File: src/rtl/timing_measure_ctrl_pkg.sv
// Shared definitions for the latency-measurement controller: default widths
// and the run-sequencer state encoding.
package timing_measure_ctrl_pkg;

    localparam int unsigned RAM_WIDTH_DFLT = 32;
    localparam int unsigned CNT_WIDTH_DFLT = 16;

    typedef enum logic [2:0] {
        ST_IDLE  = 3'd0,
        ST_CLEAR = 3'd1,
        ST_TRIG  = 3'd2,
        ST_WAIT  = 3'd3,
        ST_GAP   = 3'd4,
        ST_DONE  = 3'd5
    } state_e;

endpackage

File: src/rtl/timing_edge_timer.sv
// Feedback rising-edge detector plus a saturating cycle timer with
// synchronous load-to-zero and count enable.
module timing_edge_timer #(
    parameter int WIDTH = 32
) (
    input  logic             clk,
    input  logic             rst,
    input  logic             fb_in,
    input  logic             load,
    input  logic             en,
    output logic             rise,
    output logic [WIDTH-1:0] timer
);

    localparam logic [WIDTH-1:0] TMR_ZERO = {WIDTH{1'b0}};
    localparam logic [WIDTH-1:0] TMR_ONE  = {{(WIDTH-1){1'b0}}, 1'b1};
    localparam logic [WIDTH-1:0] TMR_MAX  = {WIDTH{1'b1}};

    logic             fb_q;
    logic             fb_d;
    logic [WIDTH-1:0] timer_q;
    logic [WIDTH-1:0] timer_d;

    // Next-state for the delayed feedback level and the timer.
    always_comb begin
        fb_d    = fb_in;
        timer_d = timer_q;
        if (load) begin
            timer_d = TMR_ZERO;
        end else if (en && (timer_q != TMR_MAX)) begin
            timer_d = timer_q + TMR_ONE;
        end else begin
            timer_d = timer_q;
        end
    end

    // State registers with synchronous reset.
    always_ff @(posedge clk) begin
        if (rst) begin
            fb_q    <= 1'b0;
            timer_q <= TMR_ZERO;
        end else begin
            fb_q    <= fb_d;
            timer_q <= timer_d;
        end
    end

    assign rise  = fb_in & ~fb_q;
    assign timer = timer_q;

endmodule

File: src/rtl/timing_measure_ctrl.sv
// Latency-measurement run sequencer: clears the statistics unit, fires
// trigger pulses and reports feedback latency or timeout per sample.
module timing_measure_ctrl
    import timing_measure_ctrl_pkg::*;
#(
    parameter int _RAM_WIDTH = RAM_WIDTH_DFLT,
    parameter int _CNT_WIDTH = CNT_WIDTH_DFLT
) (
    input  logic                  io_clk,
    input  logic                  io_rst,
    input  logic                  io_start,
    input  logic                  io_abort,
    input  logic [_CNT_WIDTH-1:0] io_sampleNum,
    input  logic [_RAM_WIDTH-1:0] io_timeout,
    input  logic [_RAM_WIDTH-1:0] io_interval,
    input  logic                  io_fbIn,
    output logic                  io_trigOut,
    output logic                  io_statClr,
    output logic                  io_fbCatchOut,
    output logic [_RAM_WIDTH-1:0] io_timingOut,
    output logic                  io_busy,
    output logic                  io_done,
    output logic [_CNT_WIDTH-1:0] io_sampleCnt,
    output logic [_CNT_WIDTH-1:0] io_timeoutCnt
);

    localparam logic [_RAM_WIDTH-1:0] RAM_ZERO = {_RAM_WIDTH{1'b0}};
    localparam logic [_RAM_WIDTH-1:0] RAM_ONE  = {{(_RAM_WIDTH-1){1'b0}}, 1'b1};
    localparam logic [_CNT_WIDTH-1:0] CNT_ZERO = {_CNT_WIDTH{1'b0}};
    localparam logic [_CNT_WIDTH-1:0] CNT_ONE  = {{(_CNT_WIDTH-1){1'b0}}, 1'b1};

    state_e                  state_q, state_d;
    logic [_CNT_WIDTH-1:0]   num_q, num_d;
    logic [_RAM_WIDTH-1:0]   tmo_q, tmo_d;
    logic [_RAM_WIDTH-1:0]   intv_q, intv_d;
    logic [_RAM_WIDTH-1:0]   gap_q, gap_d;
    logic [_RAM_WIDTH-1:0]   timing_q, timing_d;
    logic [_CNT_WIDTH-1:0]   sample_cnt_q, sample_cnt_d;
    logic [_CNT_WIDTH-1:0]   timeout_cnt_q, timeout_cnt_d;
    logic                    trig_q, trig_d;
    logic                    clr_q, clr_d;
    logic                    catch_q, catch_d;
    logic                    busy_q, busy_d;
    logic                    done_q, done_d;

    logic                    rise_s;
    logic [_RAM_WIDTH-1:0]   timer_s;
    logic                    tmr_load_s;
    logic                    tmr_en_s;
    logic                    abort_s;

    timing_edge_timer #(
        .WIDTH (_RAM_WIDTH)
    ) u_edge_timer (
        .clk   (io_clk),
        .rst   (io_rst),
        .fb_in (io_fbIn),
        .load  (tmr_load_s),
        .en    (tmr_en_s),
        .rise  (rise_s),
        .timer (timer_s)
    );

    // Next-state, counter and output computation for the run sequencer.
    always_comb begin
        state_d       = state_q;
        num_d         = num_q;
        tmo_d         = tmo_q;
        intv_d        = intv_q;
        gap_d         = gap_q;
        timing_d      = timing_q;
        sample_cnt_d  = sample_cnt_q;
        timeout_cnt_d = timeout_cnt_q;
        catch_d       = 1'b0;
        abort_s       = io_abort && (state_q != ST_IDLE);

        // Abort freezes every counter and result; only the state moves.
        if (abort_s) begin
            state_d = ST_IDLE;
        end else begin
            case (state_q)
                ST_IDLE: begin
                    if (io_start) begin
                        state_d       = ST_CLEAR;
                        num_d         = io_sampleNum;
                        tmo_d         = io_timeout;
                        intv_d        = io_interval;
                        sample_cnt_d  = CNT_ZERO;
                        timeout_cnt_d = CNT_ZERO;
                    end else begin
                        state_d = ST_IDLE;
                    end
                end
                ST_CLEAR: begin
                    if (num_q == CNT_ZERO) begin
                        state_d = ST_DONE;
                    end else begin
                        state_d = ST_TRIG;
                    end
                end
                ST_TRIG: begin
                    state_d = ST_WAIT;
                end
                ST_WAIT: begin
                    // An edge on the timeout cycle still counts as a catch.
                    if (rise_s) begin
                        state_d      = ST_GAP;
                        catch_d      = 1'b1;
                        timing_d     = timer_s;
                        sample_cnt_d = sample_cnt_q + CNT_ONE;
                        gap_d        = intv_q;
                    end else if ((tmo_q != RAM_ZERO) && (timer_s == tmo_q)) begin
                        state_d       = ST_GAP;
                        sample_cnt_d  = sample_cnt_q + CNT_ONE;
                        timeout_cnt_d = timeout_cnt_q + CNT_ONE;
                        gap_d         = intv_q;
                    end else begin
                        state_d = ST_WAIT;
                    end
                end
                ST_GAP: begin
                    // GAP always occupies at least one cycle, so interval 0 and 1 match.
                    if (gap_q > RAM_ONE) begin
                        gap_d = gap_q - RAM_ONE;
                    end else if (sample_cnt_q < num_q) begin
                        state_d = ST_TRIG;
                    end else begin
                        state_d = ST_DONE;
                    end
                end
                ST_DONE: begin
                    state_d = ST_IDLE;
                end
                default: begin
                    state_d = ST_IDLE;
                end
            endcase
        end

        trig_d     = (state_d == ST_TRIG);
        clr_d      = (state_d == ST_CLEAR);
        done_d     = (state_d == ST_DONE);
        busy_d     = (state_d != ST_IDLE);
        tmr_load_s = (state_d == ST_TRIG);
        tmr_en_s   = (state_q == ST_TRIG) || (state_q == ST_WAIT);
    end

    // Sequencer state, latched configuration and registered outputs.
    always_ff @(posedge io_clk) begin
        if (io_rst) begin
            state_q       <= ST_IDLE;
            num_q         <= CNT_ZERO;
            tmo_q         <= RAM_ZERO;
            intv_q        <= RAM_ZERO;
            gap_q         <= RAM_ZERO;
            timing_q      <= RAM_ZERO;
            sample_cnt_q  <= CNT_ZERO;
            timeout_cnt_q <= CNT_ZERO;
            trig_q        <= 1'b0;
            clr_q         <= 1'b0;
            catch_q       <= 1'b0;
            busy_q        <= 1'b0;
            done_q        <= 1'b0;
        end else begin
            state_q       <= state_d;
            num_q         <= num_d;
            tmo_q         <= tmo_d;
            intv_q        <= intv_d;
            gap_q         <= gap_d;
            timing_q      <= timing_d;
            sample_cnt_q  <= sample_cnt_d;
            timeout_cnt_q <= timeout_cnt_d;
            trig_q        <= trig_d;
            clr_q         <= clr_d;
            catch_q       <= catch_d;
            busy_q        <= busy_d;
            done_q        <= done_d;
        end
    end

    assign io_trigOut    = trig_q;
    assign io_statClr    = clr_q;
    assign io_fbCatchOut = catch_q;
    assign io_timingOut  = timing_q;
    assign io_busy       = busy_q;
    assign io_done       = done_q;
    assign io_sampleCnt  = sample_cnt_q;
    assign io_timeoutCnt = timeout_cnt_q;

endmodule
File: config.mk
export PLATFORM = sky130hd
export DESIGN_NAME = timing_measure_ctrl
export DESIGN_NICKNAME = d
export VERILOG_FILES = /design/src/rtl/timing_measure_ctrl_pkg.sv /design/src/rtl/timing_edge_timer.sv /design/src/rtl/timing_measure_ctrl.sv
export SDC_FILE = /design/constraint.sdc
export NUM_CORES = 1
export LEC_CHECK = 0
export ABC_AREA = 1
export CORE_MARGIN = 10
export CORE_UTILIZATION = 45
export CTS_CLUSTER_DIAMETER = 150
export DETAILED_ROUTE_END_ITERATION = 12
export PLACE_DENSITY = 0.67
export SLEW_MARGIN = 20
export SYNTH_ARGS = -nofsm -noshare
export SYNTH_HDL_FRONTEND = slang
export SYNTH_HIERARCHICAL = 1
export SYNTH_SLANG_ARGS = --single-unit
File: constraint.sdc
create_clock -name io_clk -period 3.12 [get_ports io_clk]
set_clock_uncertainty 0.2 [all_clocks]
set_input_delay 0.624 -clock io_clk [delete_from_list [all_inputs] [get_ports io_clk]]
set_output_delay 0.624 -clock io_clk [all_outputs]
set_load 0.02 [all_outputs]
# Word-level counts from Yosys, hierarchy flattened
# Cells that the tools add are included.
op_classes:
  n_addsub: 4
  order_cmp: 2
  n_eq_ne: 14
  muxes: 20
  n_bitwise: 4
  n_reduce_logical: 18
op_table:
  columns: ["op", "n"]
  rows:
  - ["2-to-1 mux 32 bit", 3]
  - ["2-to-1 mux 16 bit", 5]
  - ["case mux 16 bit (2 select lines)", 2]
  - ["case mux 32 bit (2 select lines)", 1]
  - ["adder 16 x 1 -> 16 bit (second input constant)", 2]
  - ["adder 32 x 1 -> 32 bit (second input constant)", 1]
  - ["== test 32 bit", 1]
  - ["greater-than comparator 32 x 1 -> 1 bit (second input constant)", 1]
  - ["inequality test 32 bit (second input constant)", 1]
  - ["nonzero test 32 bit", 1]
  - ["subtractor 32 x 1 -> 32 bit (second input constant)", 1]
  - ["2-to-1 mux 3 bit", 6]
  - ["zero test 16 bit", 1]
  - ["less-than comparator 16 bit", 1]
  - ["case mux 3 bit (5 select lines)", 1]
  - ["== test 3 x 2 -> 1 bit (second input constant)", 3]
  - ["inequality test 2 bit (second input constant)", 4]
  - ["AND reduction 4 bit", 2]
  - ["== test 3 x 1 -> 1 bit (second input constant)", 2]
  - ["== test 3 bit (second input constant)", 2]
  - ["AND reduction 3 bit", 2]
  - ["nonzero test 3 bit", 2]
  - ["AND reduction 5 bit", 1]
  - ["nonzero test 2 bit", 2]
  - ["9 further kinds", 14]
word_totals:
  register_bits: 217
  inputBits: 85
  out_inout_bits: 69

# Longest topological paths before layout
depth:
  word_depth: 8
  depth_mapped: 18

# Cells and area by module
# The synthesis kept the hierarchy.
by_module_without_submodules:
  columns: ["mod", "instances", "cells_each", "area_per_inst_um2", "seq_area_each_um2"]
  rows:
  - ["timing_measure_ctrl", 1, 1484, 9826.9, 3683.5]
  - ["timing_edge_timer", 1, 336, 2037.0, 660.6]

# Worst setup path after synthesis
# Ideal clock, no wire load.
synth_timing:
  path_kind: "register to register"
  startpoint: "reg u_edge_timer.timer_q[24], in the netlist u_edge_timer/timer[24]"
  endpoint: "reg u_edge_timer.timer_q[1], in the netlist u_edge_timer/timer[1]"
  setup_ps: 64
  t_arrival_ps: 1998
  path_slack_ps: 858
  path_stages_with_launch: 19
  n_path_buf: 2
  path_cell_list: "dfxtp_1 -> inv_1 -> nand2_1 -> nand2_1 -> clkinv_1 -> nand2_1 -> nor2_1 -> nand2_1 -> nor2_1 -> nand3_1 -> nand3_2 -> buf_4 -> nand3_1 -> nand2_1 -> nor2_1 -> nor2_1 -> buf_2 -> o21ai_0 -> nor2_1"
synth_between:
  elab_chain_len: 8
  word_cells_on_any_way: 10
  cone_classes: "3 x eq/ne; 4 x mux; 3 x reduce/logical"
synth_lines:
  columns: ["item", "line_no", "rtl"]
  rows:
  - ["start, declared", "timing_edge_timer.sv:21", "logic [WIDTH-1:0] timer_q;"]
  - ["start signal, assigned", "timing_edge_timer.sv:44", "timer_q <= timer_d;"]
  - ["== test 32 bit", "timing_measure_ctrl.sv:112", "end else if ((tmo_q != RAM_ZERO) && (timer_s == tmo_q)) begin"]
  - ["logical AND 1 bit", "timing_measure_ctrl.sv:112", null]
  - ["2-to-1 mux 3 bit", "timing_measure_ctrl.sv:112", null]
  - ["2-to-1 mux 3 bit", "timing_measure_ctrl.sv:106", "if (rise_s) begin"]
  - ["case mux 3 bit (5 select lines)", "timing_measure_ctrl.sv:81", "case (state_q)"]
  - ["2-to-1 mux 3 bit", "timing_measure_ctrl.sv:78", "if (abort_s) begin"]
  - ["== test 3 x 2 -> 1 bit", "timing_measure_ctrl.sv:144", "tmr_load_s = (state_d == ST_TRIG);"]
  - ["named net tmr_load_s", "timing_measure_ctrl.sv:48", "logic tmr_load_s;"]
  - ["OR reduction 2 bit (no source line)", null, null]
# The timed path passes the listed nets, and every way through them passes these cells.
# A chain may end at the register's enable or synchronous reset.

# Final worst setup path
layout_timing:
  startpoint: "reg u_edge_timer.timer_q[9], in the netlist u_edge_timer/timer[9]"
  endpoint: "reg u_edge_timer.timer_q[2], in the netlist u_edge_timer/timer[2]"
# Same word-level chain as after synthesis.

==> impl_metrics.ini <==
[run_status]
status = finished, final reports clean

[cts]
cts_tree = done
hold_buffers = 0
cts_root_buf = clkbuf_16
cts_htree_levels = 1
numCtsBuffers = 24
clock_path_buffers = 3
postCtsSetupRepairBufs = 0
cts_resized = 0
clock-sinks = 217
cts.clk_slew.worst_paths_ps = 60
clk_latency_ps = 520

[route]
vias = 11900
drtIter0Drc = 758
drt_first_pass_iters = 5
drc = 0
wire_per_inst_microns = 15.9
via_per_inst = 5.17
antenna_left = 0
drt_wl_total_mm = 36.7

[placement]
port-buffer-count = 153
hpwl_mm = 26.6
place_area_sq_um = 13700
gp_congestion = 0.923
dp_cells = 2257

[pwr]
peakVddDrop_uv = 471
p_leak_nw = 6.00
power_density_nw_per_um2 = 608

[timing]
maxSlewViolCount = 0
final_hold_viol_count = 0
worst_slew_pin_slew_ps = 844
fmaxAchievable_mhz = 358
setup-tns-final_ps = 0
min_period_ps = 2790
rsz0062_at_grt = false
slew_headroom = 0.435
setup_viol = 0
fin_crit_sh = 0.894

[logic_synthesis]
synth_nets = 1925
synth.avg_cell_area_sq_um = 6.52
synth-main-ff-cell = dfxtp_1
async_flop_share = 0
synth-seq-area-share = 0.366
synth-edff-count = 0
ys_ff_latch = 217
synth_cell_types = 39
synth_area_sq_um = 11900
syn_inst = 1820
synthTopCellsByArea = dfxtp_1, nand2_1, nor2_1
yosys.area.top_type = dfxtp_1
synth_warnings = 6
yosys.area.top_type_share = 0.366

[worst_setup_path]
cp_slowest_cell = dfxtp_1
cp.required_ps = 3370
critical_path_class = reg -> reg
critPathMaxFanout = 32
cp-end-kind = flip-flop
r2r_start = u_edge_timer/timer[9]
cp-start-kind = flip-flop
path_delay_family = simple AND/OR/NAND/NOR gates
crit_arrival_ps = 3040
crit_buf_inv = 1
startpoint = u_edge_timer/timer[9]
path_cells = nand2_1 -> nand2_1 -> nand2_1 -> nor2_1 -> nand2_1 -> nor2_1 -> nand3_1 -> nand3_2 -> nand3_1 -> nand2_1 -> nor2_1 -> nor2_1 -> buf_12 -> o21ai_0 -> nor2_1
critPathMaxStageDelay_ps = 500

[final_layout]
n_fill_cell = 2581
finish.cell_count_without_fillers = 2302
nNetsFinal = 2053
final_cell_mix = nand2_1, nor2_1, dfxtp_1
drive_gt1_frac = 0.0636
mostFrequentLayoutCell = nand2_1
stdcell_area_sq_um = 14500
area_growth_syn_to_layout_pct = 22.6
utilization = 0.560

[global_routing]
grt_pass1_wl_mm = 58.7
grt_max_degree = 142
grt_pass1_vias = 11100
grt_overflow_total = 0
grt.total_usage = 0.211
antenna_found_initial = 1

[floorplanning]
rows = 59
initial_core_util = 0.457
pin_count = 154
die_height_microns = 182
die-area_sq_um = 33300
core_area_sq_um = 26000
die_x_microns = 182

[worst_hold_path]
hp-start = intv_q[28]
hp-class = reg -> reg

[run]
drv_cap = 0
==> Yosys cell counts (2+ instances only) <==
cell type    n
nor2_1     270
nand2_1    426
ha_1        20
nor3_1      18
buf_2       11
nand3_2      6
o21ai_1      2
nor2_2      17
nor2_4       7
a31oi_1      6
inv_2        4
o21ai_0     87
inv_1      182
nor4_1       2
dfxtp_1    217
nand3_1    152
a21oi_2      2
buf_1        2
nand3b_1     3
a21oi_1    178
clkbuf_1    56
o22ai_1      2
nand2_4      2
buf_4        7
nor3b_1      2
xnor2_1     26
nand2_2     12
nand4_1     55
xor2_1      29
o21bai_1     3
buf_6        6
==> layer usage <==
layer	vias up	global-route usage	routed length, microns
li1	6119	-	-
met1	5468	0.261	16100
met2	273	0.374	18100
met3	50	0.0346	1750
met4	0	0.0485	714
met5	-	0	0
==> worst reg2reg max path: cells and delay by family (launching register included) <==
kind                   cells  cell delay [ps]
AO/OA/AOI/OAI              1              110
buffers and inverters      1              240
flip-flops                 1              500
AND/OR/NAND/NOR           13             1670
==> area by class of cell <==
class,count,area (sq um),share of cell area
clock buffer,35,713,0.0490
antenna,2,5.00,0.000344
tap,335,419,0.0288
sequential,217,4340,0.299
timing repair buffer,184,1820,0.125
clock inverter,8,95.1,0.00654
multi-input combinational,1334,6440,0.443
inverter,187,702,0.0483
==> path summary, 6_finish.rpt <==
path	endpoint	slack, ps	depth (start not counted)
max	u_edge_timer/timer[2]	330	15
min	intv_q[28]	250	2
min reg2reg	intv_q[28]	250	2
max reg2reg	u_edge_timer/timer[2]	330	15
==> cells by family after synthesis <==
logic type | count (synthesis) | synth area share
AND/OR/NAND/NOR | 976 | 0.358
AO/OA/AOI/OAI | 283 | 0.122
flip-flops | 217 | 0.366
XOR/XNOR | 55 | 0.0406
adder cells (fa/ha/maj) | 20 | 0.0211
buffers and inverters | 269 | 0.0923
==> flip-flops by register name (all words and copies together), names as in the netlist, 3 cells and up <==
signal              cells
io_sampleCnt           16
io_timeoutCnt          16
tmo_q                  32
gap_q                  32
u_edge_timer/timer     32
io_timingOut           32
intv_q                 32
state_q                 3
num_q                  16
==> power by group <==
group          switching (mW)  internal (mW)
Sequential              0.157           3.03
Clock                    1.16           1.75
Combinational            1.81          0.935
Total                    3.13           5.71
==> through the flow <==
step	setup WS [ps]	power (mW)	hold WS, ps
after floorplan	858	5.20	224
after global placement	340	5.94	237
after detailed placement	346	5.98	244
after CTS	422	8.89	253
after global routing	142	9.41	267
final	330	8.84	251
(Power assumes the default switching activity.)
